[src/rtl/stream_regs_pkg.sv]
`default_nettype none
// ============================================================================
// Module      : stream_regs_pkg
// Description : Register offsets and bit positions shared by the stream
//               register bridge and its bench.
// Revision    : 1.0 - initial release
// ============================================================================
package stream_regs_pkg;

  // Per-channel register offsets (addr[3:0])
  localparam logic [3:0] c_OFF_TXDATA = 4'h0;
  localparam logic [3:0] c_OFF_STATUS = 4'h4;
  localparam logic [3:0] c_OFF_RXDATA = 4'h8;
  localparam logic [3:0] c_OFF_CTRL   = 4'hC;

  // Global interrupt-pending register (only decoded with STREAM_REGS_IRQ_EN)
  localparam logic [7:0] c_ADDR_IRQPEND = 8'hFC;

  // STATUS bit positions
  localparam int c_ST_TX_EMPTY     = 0;
  localparam int c_ST_TX_FULL      = 1;
  localparam int c_ST_RX_NONEMPTY  = 2;
  localparam int c_ST_TX_OVF       = 3;
  localparam int c_ST_TX_COUNT_LSB = 8;
  localparam int c_ST_RX_COUNT_LSB = 16;

  // CTRL bit positions
  localparam int c_CTRL_TX_FLUSH = 0;
  localparam int c_CTRL_RX_FLUSH = 1;
  localparam int c_CTRL_IRQ_EN   = 2;

  // RXDATA empty flag position
  localparam int c_RXDATA_EMPTY = 31;

endpackage
`default_nettype wire

[src/rtl/stream_regs_fifo.sv]
`default_nettype none
// ============================================================================
// Module      : byte_fifo
// Description : Show-ahead byte FIFO with occupancy count and one-cycle
//               flush. A push into a full FIFO is dropped even when a pop
//               happens in the same cycle.
// Revision    : 1.0 - initial release
// ============================================================================
module byte_fifo #(
  parameter int DEPTH = 16
) (
  input  logic                   clk,
  input  logic                   rst_n,
  input  logic                   flush,
  input  logic                   push,
  input  logic [7:0]             din,
  input  logic                   pop,
  output logic [7:0]             dout,
  output logic [$clog2(DEPTH):0] count,
  output logic                   full,
  output logic                   empty
);

  localparam int AW = $clog2(DEPTH);
  localparam int CW = AW + 1;

  logic [7:0]    r_mem [DEPTH];
  logic [AW-1:0] r_wptr;
  logic [AW-1:0] r_rptr;
  logic [CW-1:0] r_count;
  logic          w_push_ok;
  logic          w_pop_ok;

  assign full      = (r_count == CW'(DEPTH));
  assign empty     = (r_count == '0);
  assign w_push_ok = push && !full;
  assign w_pop_ok  = pop && !empty;
  assign dout      = r_mem[r_rptr];
  assign count     = r_count;

  // Pointer and occupancy tracking; flush overrides any push or pop
  always_ff @(posedge clk or negedge rst_n) begin
    if (!rst_n) begin
      r_wptr  <= '0;
      r_rptr  <= '0;
      r_count <= '0;
    end else if (flush) begin
      r_wptr  <= '0;
      r_rptr  <= '0;
      r_count <= '0;
    end else begin
      if (w_push_ok) r_wptr <= r_wptr + 1'b1;
      if (w_pop_ok)  r_rptr <= r_rptr + 1'b1;
      case ({w_push_ok, w_pop_ok})
        2'b10:   r_count <= r_count + 1'b1;
        2'b01:   r_count <= r_count - 1'b1;
        default: r_count <= r_count;
      endcase
    end
  end

  // Storage array; contents need no reset since pointers define validity
  always_ff @(posedge clk) begin
    if (w_push_ok && !flush) r_mem[r_wptr] <= din;
  end

endmodule
`default_nettype wire

[src/rtl/stream_regs.sv]
`default_nettype none
// ============================================================================
// Module      : stream_regs
// Description : Memory-mapped register bridge between the CPU register bus
//               and NCHAN byte-stream peripherals. Each channel has a TX and
//               an RX FIFO, STATUS and CTRL registers.
//               Optional macro STREAM_REGS_IRQ_EN adds the irq output, the
//               CTRL irq-enable bit and the global pending register at 0xFC.
// Revision    : 1.0 - initial release
// ============================================================================
module stream_regs
  import stream_regs_pkg::*;
#(
  parameter int NCHAN = 2,
  parameter int DEPTH = 16
) (
  input  logic               clk,
  input  logic               rst_n,
  input  logic               reg_req,
  input  logic               reg_wr,
  input  logic [7:0]         reg_addr,
  input  logic [31:0]        reg_wdata,
  output logic               reg_ack,
  output logic [31:0]        reg_rdata,
  output logic [NCHAN-1:0]   tx_valid,
  output logic [8*NCHAN-1:0] tx_data,
  input  logic [NCHAN-1:0]   tx_ready,
  input  logic [NCHAN-1:0]   rx_valid,
  input  logic [8*NCHAN-1:0] rx_data,
  output logic [NCHAN-1:0]   rx_ready
`ifdef STREAM_REGS_IRQ_EN
  ,
  output logic               irq
`endif
);

  localparam int CW = $clog2(DEPTH) + 1;

  logic        w_mapped;
  logic        w_wr;
  logic        w_rd;
  logic [2:0]  w_ch;
  logic [3:0]  w_off;
  logic [31:0] w_rdata;
  logic [31:0] w_status [NCHAN];
  logic [31:0] w_rxword [NCHAN];
  logic        r_ack;
  logic [31:0] r_rdata;
  logic        w_unused;
`ifdef STREAM_REGS_IRQ_EN
  logic [NCHAN-1:0] w_irq_en;
  logic [NCHAN-1:0] w_pend;
  logic             r_irq;
`endif

  // Channel windows are 16 bytes each starting at 0x00
  assign w_ch     = reg_addr[6:4];
  assign w_off    = reg_addr[3:0];
  assign w_mapped = ({1'b0, reg_addr} < 9'(16 * NCHAN));
  assign w_wr     = reg_req && reg_wr;
  assign w_rd     = reg_req && !reg_wr;
  assign w_unused = &{1'b0, reg_wdata[31:8]};

  for (genvar c = 0; c < NCHAN; c++) begin : g_chan
    logic          w_sel;
    logic          w_tx_push;
    logic          w_tx_pop;
    logic          w_tx_flush;
    logic          w_rx_push;
    logic          w_rx_pop;
    logic          w_rx_flush;
    logic          w_ovf_clr;
    logic [7:0]    w_tx_dout;
    logic [7:0]    w_rx_dout;
    logic [CW-1:0] w_tx_count;
    logic [CW-1:0] w_rx_count;
    logic          w_tx_full;
    logic          w_tx_empty;
    logic          w_rx_full;
    logic          w_rx_empty;
    logic          r_tx_ovf;
    logic [31:0]   w_status_c;

    assign w_sel      = w_mapped && (w_ch == 3'(c));
    assign w_tx_push  = w_wr && w_sel && (w_off == c_OFF_TXDATA);
    assign w_tx_pop   = tx_valid[c] && tx_ready[c];
    assign w_tx_flush = w_wr && w_sel && (w_off == c_OFF_CTRL) && reg_wdata[c_CTRL_TX_FLUSH];
    assign w_rx_push  = rx_valid[c] && rx_ready[c];
    assign w_rx_pop   = w_rd && w_sel && (w_off == c_OFF_RXDATA);
    assign w_rx_flush = w_wr && w_sel && (w_off == c_OFF_CTRL) && reg_wdata[c_CTRL_RX_FLUSH];
    assign w_ovf_clr  = w_wr && w_sel && (w_off == c_OFF_STATUS) && reg_wdata[c_ST_TX_OVF];

    byte_fifo #(.DEPTH(DEPTH)) u_tx_fifo (
      .clk   (clk),
      .rst_n (rst_n),
      .flush (w_tx_flush),
      .push  (w_tx_push),
      .din   (reg_wdata[7:0]),
      .pop   (w_tx_pop),
      .dout  (w_tx_dout),
      .count (w_tx_count),
      .full  (w_tx_full),
      .empty (w_tx_empty)
    );

    byte_fifo #(.DEPTH(DEPTH)) u_rx_fifo (
      .clk   (clk),
      .rst_n (rst_n),
      .flush (w_rx_flush),
      .push  (w_rx_push),
      .din   (rx_data[8*c +: 8]),
      .pop   (w_rx_pop),
      .dout  (w_rx_dout),
      .count (w_rx_count),
      .full  (w_rx_full),
      .empty (w_rx_empty)
    );

    assign tx_valid[c]       = !w_tx_empty;
    assign tx_data[8*c +: 8] = w_tx_dout;
    assign rx_ready[c]       = !w_rx_full;

    // Sticky TX overflow: a dropped byte wins over a same-cycle clear
    always_ff @(posedge clk or negedge rst_n) begin
      if (!rst_n)                      r_tx_ovf <= 1'b0;
      else if (w_tx_push && w_tx_full) r_tx_ovf <= 1'b1;
      else if (w_ovf_clr)              r_tx_ovf <= 1'b0;
    end

    // Assemble the STATUS word for this channel
    always_comb begin
      w_status_c = '0;
      w_status_c[c_ST_TX_EMPTY]              = w_tx_empty;
      w_status_c[c_ST_TX_FULL]               = w_tx_full;
      w_status_c[c_ST_RX_NONEMPTY]           = !w_rx_empty;
      w_status_c[c_ST_TX_OVF]                = r_tx_ovf;
      w_status_c[c_ST_TX_COUNT_LSB +: 8]     = 8'(w_tx_count);
      w_status_c[c_ST_RX_COUNT_LSB +: 8]     = 8'(w_rx_count);
    end

    assign w_status[c] = w_status_c;
    assign w_rxword[c] = {w_rx_empty, 23'b0, (w_rx_empty ? 8'h00 : w_rx_dout)};

`ifdef STREAM_REGS_IRQ_EN
    logic r_irq_en;

    // Interrupt enable bit, written through CTRL
    always_ff @(posedge clk or negedge rst_n) begin
      if (!rst_n)                                      r_irq_en <= 1'b0;
      else if (w_wr && w_sel && (w_off == c_OFF_CTRL)) r_irq_en <= reg_wdata[c_CTRL_IRQ_EN];
    end

    assign w_irq_en[c] = r_irq_en;
    assign w_pend[c]   = r_irq_en && (!w_rx_empty || r_tx_ovf);
`endif
  end

  // Read-data selection for the register addressed this cycle
  always_comb begin
    w_rdata = '0;
    if (w_mapped) begin
      for (int i = 0; i < NCHAN; i++) begin
        if (w_ch == 3'(i)) begin
          case (w_off)
            c_OFF_STATUS: w_rdata = w_status[i];
            c_OFF_RXDATA: w_rdata = w_rxword[i];
`ifdef STREAM_REGS_IRQ_EN
            c_OFF_CTRL:   w_rdata[c_CTRL_IRQ_EN] = w_irq_en[i];
`endif
            default:      w_rdata = '0;
          endcase
        end
      end
    end
`ifdef STREAM_REGS_IRQ_EN
    else if (reg_addr == c_ADDR_IRQPEND) begin
      w_rdata = 32'(w_pend);
    end
`endif
  end

  // One-cycle acknowledge and registered read data for every request
  always_ff @(posedge clk or negedge rst_n) begin
    if (!rst_n) begin
      r_ack   <= 1'b0;
      r_rdata <= '0;
    end else begin
      r_ack   <= reg_req;
      r_rdata <= w_rd ? w_rdata : '0;
    end
  end

  assign reg_ack   = r_ack;
  assign reg_rdata = r_rdata;

`ifdef STREAM_REGS_IRQ_EN
  // Registered interrupt: any enabled channel with pending work
  always_ff @(posedge clk or negedge rst_n) begin
    if (!rst_n) r_irq <= 1'b0;
    else        r_irq <= |w_pend;
  end

  assign irq = r_irq;
`endif

endmodule
`default_nettype wire

[config.mk]
export PLATFORM = sky130hd
export DESIGN_NAME = stream_regs
export DESIGN_NICKNAME = d
export VERILOG_FILES = /design/src/rtl/stream_regs_pkg.sv /design/src/rtl/stream_regs_fifo.sv /design/src/rtl/stream_regs.sv
export SDC_FILE = /design/constraint.sdc
export NUM_CORES = 1
export LEC_CHECK = 0
export CAP_MARGIN = 20
export CORE_UTILIZATION = 45
export DETAILED_ROUTE_END_ITERATION = 7
export GPL_TIMING_DRIVEN = 0
export PLACE_DENSITY = 0.6
export REMOVE_ABC_BUFFERS = 1
export SLEW_MARGIN = 20
export SYNTH_ARGS = -nofsm -noshare
export SYNTH_HDL_FRONTEND = slang
export SYNTH_SLANG_ARGS = --single-unit
[constraint.sdc]
create_clock -name clk -period 4.4 [get_ports clk]
set_clock_uncertainty 0.15 [all_clocks]
set_input_delay 0.88 -clock clk [delete_from_list [all_inputs] [get_ports clk]]
set_output_delay 0.88 -clock clk [all_outputs]
set_load 0.005 [all_outputs]
==> flow_summary.yaml, run 1 <==
status:
  status: "complete, but fails checks"
  failed_checks: "design-rule violations"
sta:
  slew_viol_final: 0
  min_period_ns: 4.18
  rsz0062_at_grt: "no"
  maxSlewHeadroom_pct: 29.3
  setup_viol: 0
  hold_viol_final: 0
  tightest_slew_ns: 1.05
  max_freq_mhz: 239
  finalCritPeriodShare_pct: 94.9
drt:
  met1_length_mm: 23.5
  via_per_inst: 5.58
  drtPass1Iterations: 7
  routed-wl-met2_mm: 23.5
  drc: 2
  top_layer: "met5"
  routedWlPerCell_um: 23.6
  met3_length_mm: 2.27
  drt-total-wl_mm: 50.2
  drt_iter0_markers: 821
  drtAntennaViolNets: 0
  via_count: 11876
synthesis:
  async_flop_share_pct: 12.6
  synth_area_sq_mm: 0.0242
  synth_edf_count: 512
  synth_top_cell_area_share_pct: 63.5
  ys.flop_type: "edfxtp_1"
  yosysMostFrequentCell: "edfxtp_1"
  yosys_warnings: 0
  ys_ff_latch: 586
  ys_types: 62
  ys_top_cells_by_count: "edfxtp_1, mux4_2, nor2_1"
  postSynthCellCount: 1299
  synthTopCellsByArea: "edfxtp_1, mux4_2, dfrtp_1"
  synth_area_leader_cell: "edfxtp_1"
  synth.avg_cell_area_sq_um: 18.7
  ys_seq_area_share_pct: 71.1
worst_setup_path:
  crit_chain: "mux4_2, mux4_2, clkdlybuf4s50_1"
  crit_family: "multiplexers"
  crit_buf_inv: 1
  critPathLaunchType: "flip-flop"
  crit_arrival_ns: 3.15
  critPathCaptureType: "output port"
  crit_type: "flip-flop to output port"
  worstPathRequired_ns: 3.37
  cp_common_cell: "mux4_2"
  slowest_stage: "dfrtp_4"
  critPathMaxStageDelay_ns: 0.90
  cp_max_fo: 35
  reg2reg_slack_ns: 0.42
clock_tree:
  cts_root_buf: "clkbuf_16"
  cts_tree: "built"
  clock_path_buffers: 3
  cts_num_sinks: 586
  htree_levels: 2
  postCtsSetupRepairBufs: 0
  cts.clk_slew.worst_paths_ns: 0.06
  cts_buffers: 59
  worstSkewPairLatency_ns: 0.63
power:
  power_density_mw_per_mm2: 539
  p_leak_nw: 9.24
  ir_worst_vdd_mv: 0.443
finish:
  finish.utilization_pct: 52.7
  areaGrowthSynthToFinish_pct: 14.9
  antenna_cells: 0
  fillCellCount: 4201
  multiInputGateArea_sq_mm: 0.00660
  fin_nets: 1491
  drive_gt1_share_pct: 21.8
  fin_cells: 2128
  seqCellArea_sq_mm: 0.0172
die:
  die_h_um: 234
  die-area_sq_mm: 0.0548
  io_pins: 117
  die_x_um: 234
  row_count: 84
  coreArea_sq_mm: 0.0529
  start_util_pct: 45.8
grt:
  grt_usage_pct: 18.9
  antenna_found_initial: 1
  grt_pass1_wl_mm: 76.0
  grt_remaining_overflow: 0
  grt_max_degree: 52
  grt_pass1_vias: 12074
place:
  gp_congestion: 0.794
  dp.cells: 2016
  port_buffers: 79
  hpwl_mm: 31.6
flow_run:
  maxCapViolCount: 0
hold_path:
  hold_class: "flip-flop to flip-flop"
power by group:
| group | total, W | leakage [nW] | switching (W) | internal [W] |
|---|---|---|---|---|
| Combinational | 0.00282 | 2.74 | 0.00123 | 0.00159 |
| Sequential | 0.00707 | 5.53 | 0.000596 | 0.00647 |
| Clock | 0.00513 | 0.968 | 0.00209 | 0.00304 |
| Total | 0.0150 | 9.24 | 0.00392 | 0.0111 |
cells in the final DEF (no fill, tap or decap), types with 19 or more instances in the layout:
master / instances
edfxtp_1: 512
mux4_2: 152
nor2_1: 80
clkdlybuf4s50_1: 69
dfrtp_1: 66
clkbuf_16: 60
inv_1: 36
ha_1: 36
mux2i_1: 32
nand2_1: 31
and2_1: 31
a21oi_1: 30
xor2_1: 24
o21ai_0: 19
repair_timing:
| action | in CTS | in global routing |
|---|---|---|
| hold endpoints to repair | 6 | 0 |
| gates resized for setup | 0 | 1 |
| setup endpoints to repair | 0 | 1 |
| hold buffers | 1 | 0 |
layout make-up:
class,instances,share of cell area (%)
flip-flops and latches,586,61.9
multi-input cells,609,23.7
clock inverters,29,1.22
clock buffers,81,5.96
well taps,688,3.09
repair buffers,99,3.62
inverters,36,0.485
worst min-delay path, cell delays in order, from the launching register on:
cell     delay, ns
dfrtp_1       0.37
nand2_1       0.05
o21ai_0       0.06
path summary, 6_finish.rpt:
| check | startpoint | end | cells past startpoint |
|---|---|---|---|
| max reg2reg | g_chan[0].u_rx_fifo.count[1] | g_chan[0].u_rx_fifo.count[4] | 12 |
| max | g_chan[1].u_tx_fifo.r_rptr[0] | tx_data[13] | 3 |
| max in group asynchronous | rst_n | g_chan[0].u_tx_fifo.r_rptr[0] | 3 |
| min reg2reg | g_chan[0].r_tx_ovf | g_chan[0].r_tx_ovf | 2 |
| min in group asynchronous | rst_n | reg_ack | 2 |
| min | g_chan[0].r_tx_ovf | g_chan[0].r_tx_ovf | 2 |
stage by stage:
step	setup slack [ns]	hold slack, ns	instance area (sq um)	total power, W	setup TNS, ns
2_1_floorplan	0.639	0.318	23900	0.00884	0
3_3_place_gp	-1.27	0.352	25500	0.00995	-132.56
3_5_place_dp	-0.460	0.362	25800	0.0101	-1.58
4_1_cts	0.116	0.380	27900	0.0152	0
5_1_grt	0.0808	0.425	27800	0.0157	0
6_report	0.223	0.374	27800	0.0150	0
sequential cells by signal (all words and copies together) (netlist names):
| register | flops |
|---|---|
| g_chan.u_tx_fifo.r_wptr | 8 |
| reg_rdata | 19 |
| g_chan.u_rx_fifo.r_rptr | 8 |
| g_chan.u_tx_fifo.count | 10 |
| reg_ack | 1 |
| g_chan.r_tx_ovf | 2 |
| g_chan.u_tx_fifo.r_rptr | 8 |
| g_chan.u_rx_fifo.r_mem | 256 |
| g_chan.u_rx_fifo.r_wptr | 8 |
| g_chan.u_rx_fifo.count | 10 |
| g_chan.u_tx_fifo.r_mem | 256 |
cell families after synthesis:
group                      after synthesis  share of synthesized area, %
AOI/OAI and AO/OA                       95                          2.57
other                                    1                        0.0155
muxes                                  187                          15.6
buffers and inverters                  116                          2.14
DFF                                    586                          71.1
adders and majority gates               36                          1.86
xor gates and xnor gates                34                          1.23
and+or+nand+nor                        244                          5.49
routing by layer:
layer,GRT usage [%],vias to the layer above
met1,27.9,6215
li1,-,5349
met2,29.4,235
met3,3.15,75
met5,0,-
met4,4.81,2
Note: power is estimated with default switching activity, not from simulation.
==> run 2: changes to the inputs <==
--- a/config.mk
+++ b/config.mk
@@ -6,6 +6,7 @@
 export NUM_CORES = 1
 export LEC_CHECK = 0
 export CAP_MARGIN = 20
+export CORE_ASPECT_RATIO = 1.4
 export CORE_UTILIZATION = 45
 export DETAILED_ROUTE_END_ITERATION = 7
 export GPL_TIMING_DRIVEN = 0
==> flow_summary.yaml, run 2 (synthesized netlist as in run 1, its figures left out) <==
drt:
  drt_iter0_markers: 748
  via_count: 11881
  drtAntennaViolNets: 0
  drtPass1Iterations: 5
  routedWlPerCell_um: 23.5
  drc: 0
  drt-total-wl_mm: 50.4
  via_per_inst: 5.55
sta:
  hold_viol_final: 0
  hold_slack_ns: 0.0446
  setup-tns-final_ns: 0
  setup_viol: 0
  rsz0062_at_grt: "no"
  maxSlewHeadroom_pct: 24.7
  max_freq_mhz: 245
  finalCritPeriodShare_pct: 92.8
  slew_viol_final: 0
  tightest_slew_ns: 1.13
  min_period_ns: 4.08
die:
  coreArea_sq_mm: 0.0532
  die-area_sq_mm: 0.0548
  start_util_pct: 45.6
  die_h_um: 277
  die_x_um: 198
  io_pins: 117
  row_count: 100
clock_tree:
  cts_buffers: 55
  htree_levels: 2
  cts_root_buf: "clkbuf_16"
  cts_hold_buf: 0
  cts.repair.resized: 0
  cts.clk_slew.worst_paths_ns: 0.06
  cts_tree: "built"
  clock_path_buffers: 3
  worstSkewPairLatency_ns: 0.60
  postCtsSetupRepairBufs: 0
  cts_num_sinks: 586
finish:
  final_cell_mix: "edfxtp_1, mux4_2, nor2_1"
  final_common_cell: "edfxtp_1"
  drive_gt1_share_pct: 20.9
  antenna_cells: 0
  fin_nets: 1484
  areaGrowthSynthToFinish_pct: 13.8
place:
  hpwl_mm: 32.9
  port_buffers: 79
  gp_congestion: 0.799
grt:
  grt_pass1_wl_mm: 77.3
  grt_pass1_vias: 12374
  gr-usage-met2_pct: 32.0
  grt_util_met1_pct: 25.5
  grt_max_degree: 52
  grt-busiest-layer: "met2"
  use_met3_pct: 3.48
  grt_usage_pct: 19.2
  grt_remaining_overflow: 0
  antenna_found_initial: 1
status:
  status: "completed"
power:
  power_density_mw_per_mm2: 525
  ir_worst_vdd_mv: 0.367
  p_leak_nw: 9.10
worst_setup_path:
  cp_max_fo: 8
  worstPathRequired_ns: 4.77
  critPathCaptureType: "flip-flop"
  reg2reg_slack_ns: 0.45
  reg2reg_to: "g_chan[0].u_rx_fifo.count[4]"
  r2r-start: "g_chan[0].u_rx_fifo.count[1]"
  slowest_stage: "clkdlybuf4s50_1"
  cp_common_cell: "ha_1"
  worstRegToRegCells: 12
  crit_type: "primary input to flip-flop"
  critPathMaxStageDelay_ns: 0.58
  crit_chain: "clkdlybuf4s50_1, or4b_4, nor4b_4, nand2_4, ha_1, xor2_1, ha_1, nand2b_1, a21boi_0, o21a_1, or4_1, a21oi_1"
  crit_arrival_ns: 4.45
  critPathLaunchType: "primary input"
hold_path:
  hold_class: "primary input to asynchronous set/reset pin"
flow_run:
  maxCapViolCount: 0
[run 2: area by class of cell]
class | instances | area (sq um)
Inverter | 36 | 135
Timing Repair Buffer | 96 | 983
Tap cell | 714 | 893
Multi-Input combinational cell | 609 | 6590
Clock inverter | 30 | 235
Fill cell | 4286 | 25600
Sequential cell | 586 | 17200
Clock buffer | 71 | 1480
[run 2: metal layers]
layer | up-vias | part of all wire [%] | routed length (um)
li1 | 5318 | - | -
met1 | 6209 | 42 | 21200
met2 | 275 | 51 | 25600
met3 | 77 | 4.6 | 2330
met4 | 2 | 2.5 | 1260
met5 | - | 0.030 | 15
[run 2: through the flow]
step	area (sq um)	instances	power [W]	worst slack, ns	util, %
floorplan	23900	1231	0.00884	0.639	-
global placement	25600	2024	0.00994	-1.20	48.1
detailed placement	25900	2040	0.0101	-0.424	48.6
CTS	27600	2141	0.0146	0.208	51.8
global route	27600	2142	0.0151	0.0934	51.8
finish	27600	2142	0.0145	0.316	51.8
[run 2: worst max path at each step]
stage / end / start
after floorplan: g_chan[0].u_rx_fifo.count[4] / reg_addr[7]
after global placement: g_chan[1].u_rx_fifo.r_mem[2][4] / reg_wdata[1]
after detailed placement: g_chan[0].u_tx_fifo.count[4] / reg_addr[4]
after CTS: g_chan[1].u_tx_fifo.count[4] / reg_addr[4]
after global routing: g_chan[0].u_tx_fifo.count[4] / reg_req
final: g_chan[0].u_tx_fifo.count[4] / reg_req
[run 2: where the power goes]
group	internal, W	switching (W)
logic	0.00161	0.00135
registers	0.00647	0.000482
clock network	0.00255	0.00201
total	0.0106	0.00384
[run 2: worst max-delay path, delay by kind of cell]
family	cells	cell delay (ns)
AO/OA/AOI/OAI	3	0.41
XOR/XNOR	1	0.18
adder cells (fa/ha/maj)	2	0.58
buffers and inverters	1	0.58
AND/OR/NAND/NOR	5	1.82
==> run 3: changes to the inputs <==
--- a/config.mk
+++ b/config.mk
@@ -7,10 +7,11 @@
 export LEC_CHECK = 0
 export CAP_MARGIN = 20
 export CORE_ASPECT_RATIO = 1.4
+export CORE_MARGIN = 4
 export CORE_UTILIZATION = 45
 export DETAILED_ROUTE_END_ITERATION = 7
 export GPL_TIMING_DRIVEN = 0
-export PLACE_DENSITY = 0.6
+export PLACE_DENSITY_LB_ADDON = 0.15
 export REMOVE_ABC_BUFFERS = 1
 export SLEW_MARGIN = 20
 export SYNTH_ARGS = -nofsm -noshare
==> flow_summary.yaml, run 3 (synthesized netlist as in run 1, its figures left out) <==
status:
  status: "completed"
die:
  coreArea_sq_mm: 0.0533
  row_count: 100
  die_h_um: 283
  die_x_um: 204
  die-area_sq_mm: 0.0577
  io_pins: 117
  start_util_pct: 45.5
clock_tree:
  worstSkewPairLatency_ns: 0.59
  clock_path_buffers: 3
  cts_tree: "built"
  cts_num_sinks: 586
  cts.clk_slew.worst_paths_ns: 0.07
  htree_levels: 2
  cts_root_buf: "clkbuf_16"
  cts_buffers: 54
finish:
  fillCellCount: 4293
  fin_nets: 1481
  seqCellArea_sq_mm: 0.0172
  drive_gt1_share_pct: 20.6
  finish.utilization_pct: 51.9
  areaGrowthSynthToFinish_pct: 14.3
  final_common_cell: "edfxtp_1"
  final_cell_mix: "edfxtp_1, mux4_2, nor2_1"
  multiInputGateArea_sq_mm: 0.00659
sta:
  setup_viol: 0
  slew_viol_final: 0
  maxSlewHeadroom_pct: 28.9
  hold_slack_ns: 0.125
  finalCritPeriodShare_pct: 94.4
  max_freq_mhz: 241
  tightest_slew_ns: 1.06
  hold_viol_final: 0
  min_period_ns: 4.15
  rsz0062_at_grt: "no"
grt:
  grt_pass1_wl_mm: 77.8
  grt_pass1_vias: 12386
  grt_max_degree: 42
  antenna_found_initial: 1
  grt_remaining_overflow: 0
  grt_usage_pct: 18.0
power:
  switchingPower_w: 0.00381
  switching_share_pct: 25.7
  clkPwrFrac_pct: 33.1
  seqPwrFrac_pct: 47.7
  p_int_w: 0.0110
  total_power_w: 0.0148
  p_leak_nw: 9.16
  power_density_mw_per_mm2: 535
  ir_worst_vdd_mv: 0.435
  combPwrFrac_pct: 19.2
worst_setup_path:
  worstRegToRegCells: 12
  slowest_stage: "dfrtp_4"
  critPathCaptureType: "output port"
  worstPathRequired_ns: 3.37
  crit_arrival_ns: 3.12
  cp_max_fo: 35
  critPathMaxStageDelay_ns: 0.89
  critPathLaunchType: "flip-flop"
  crit_type: "flip-flop to output port"
  crit_chain: "mux4_2, mux4_2, clkdlybuf4s50_1"
  cp_common_cell: "mux4_2"
hold_path:
  hold_class: "primary input to asynchronous set/reset pin"
drt:
  drt_iter0_markers: 670
  via_per_inst: 5.57
  top_layer: "met4"
  met1_length_mm: 21.2
  met3_length_mm: 2.18
  drtAntennaViolNets: 0
  drt-total-wl_mm: 51.3
  drc: 0
  drtPass1Iterations: 5
  routedWlPerCell_um: 23.9
  routed-wl-met2_mm: 27.0
  via_count: 11938
place:
  hpwl_mm: 33.9
  gp_congestion: 0.792
  port_buffers: 79
flow_run:
  maxCapViolCount: 0
[run 3: cell count changes in the layout (fill, tap and decap cells not counted), sizes merged]
cell      before  now
diode          0    2
buf           27   25
clkbuf        71   80
clkinv        23   12
bufinv         3    8
clkinvlp       4    1
[run 3: area by class of cell]
class / count / area share [%]
well taps: 714 / 3.23
inverters: 36 / 0.488
clock buffers: 80 / 5.68
diodes: 2 / 0.0181
repair buffers: 94 / 3.37
multi-input cells: 609 / 23.8
flip-flops and latches: 586 / 62.3
clock inverters: 21 / 1.11
[run 3: layer usage]
metal,global-route usage (%),vias up
met4,4.18,0
li1,-,5319
met3,3.05,60
met2,31.9,249
met1,23.4,6310
met5,0,-
[run 3: worst paths after layout]
kind,startpoint,endpoint,slack (ns)
setup reg to reg,g_chan[0].u_rx_fifo.count[1],g_chan[0].u_rx_fifo.count[4],0.56
setup / recovery,g_chan[0].u_tx_fifo.r_rptr[0],tx_data[5],0.25
max in group asynchronous,rst_n,g_chan[1].u_tx_fifo.r_rptr[0],3.34
hold reg to reg,g_chan[1].r_tx_ovf,g_chan[1].r_tx_ovf,0.37
min in group clk,g_chan[1].r_tx_ovf,g_chan[1].r_tx_ovf,0.37
hold / removal,rst_n,reg_rdata[16],0.13
[run 3: critical path: cells and delay by family, from the launching register on]
kind / cells / cell delay [ns]
muxes: 2 / 1.13
buffers and inverters: 1 / 0.47
DFF: 1 / 0.89
[run 3: through the flow]
stage                     setup TNS (ns)  cells  cell area [sq um]  setup WS [ns]
final                                  0   2142              27700          0.247
after global routing                   0   2140              27700         0.0946
after CTS                              0   2139              27700          0.155
after detailed placement          -19.39   2038              25800         -0.441
after global placement           -149.26   2024              25600          -1.11
after floorplan                        0   1231              23900          0.639
[run 3: power groups by stage]
stage	logic, W	clock network (W)	registers [W]
floorplan	0.00177	0	0.00707
global placement	0.00263	0	0.00734
detailed placement	0.00289	0	0.00720
CTS	0.00290	0.00502	0.00709
global route	0.00310	0.00526	0.00715
finish	0.00284	0.00490	0.00707
[run 3: timing repair]
item,CTS,global route
gates resized for setup,0,1
endpoints found under the setup margin,0,1
hold buffers,0,0
buffers inserted,0,0
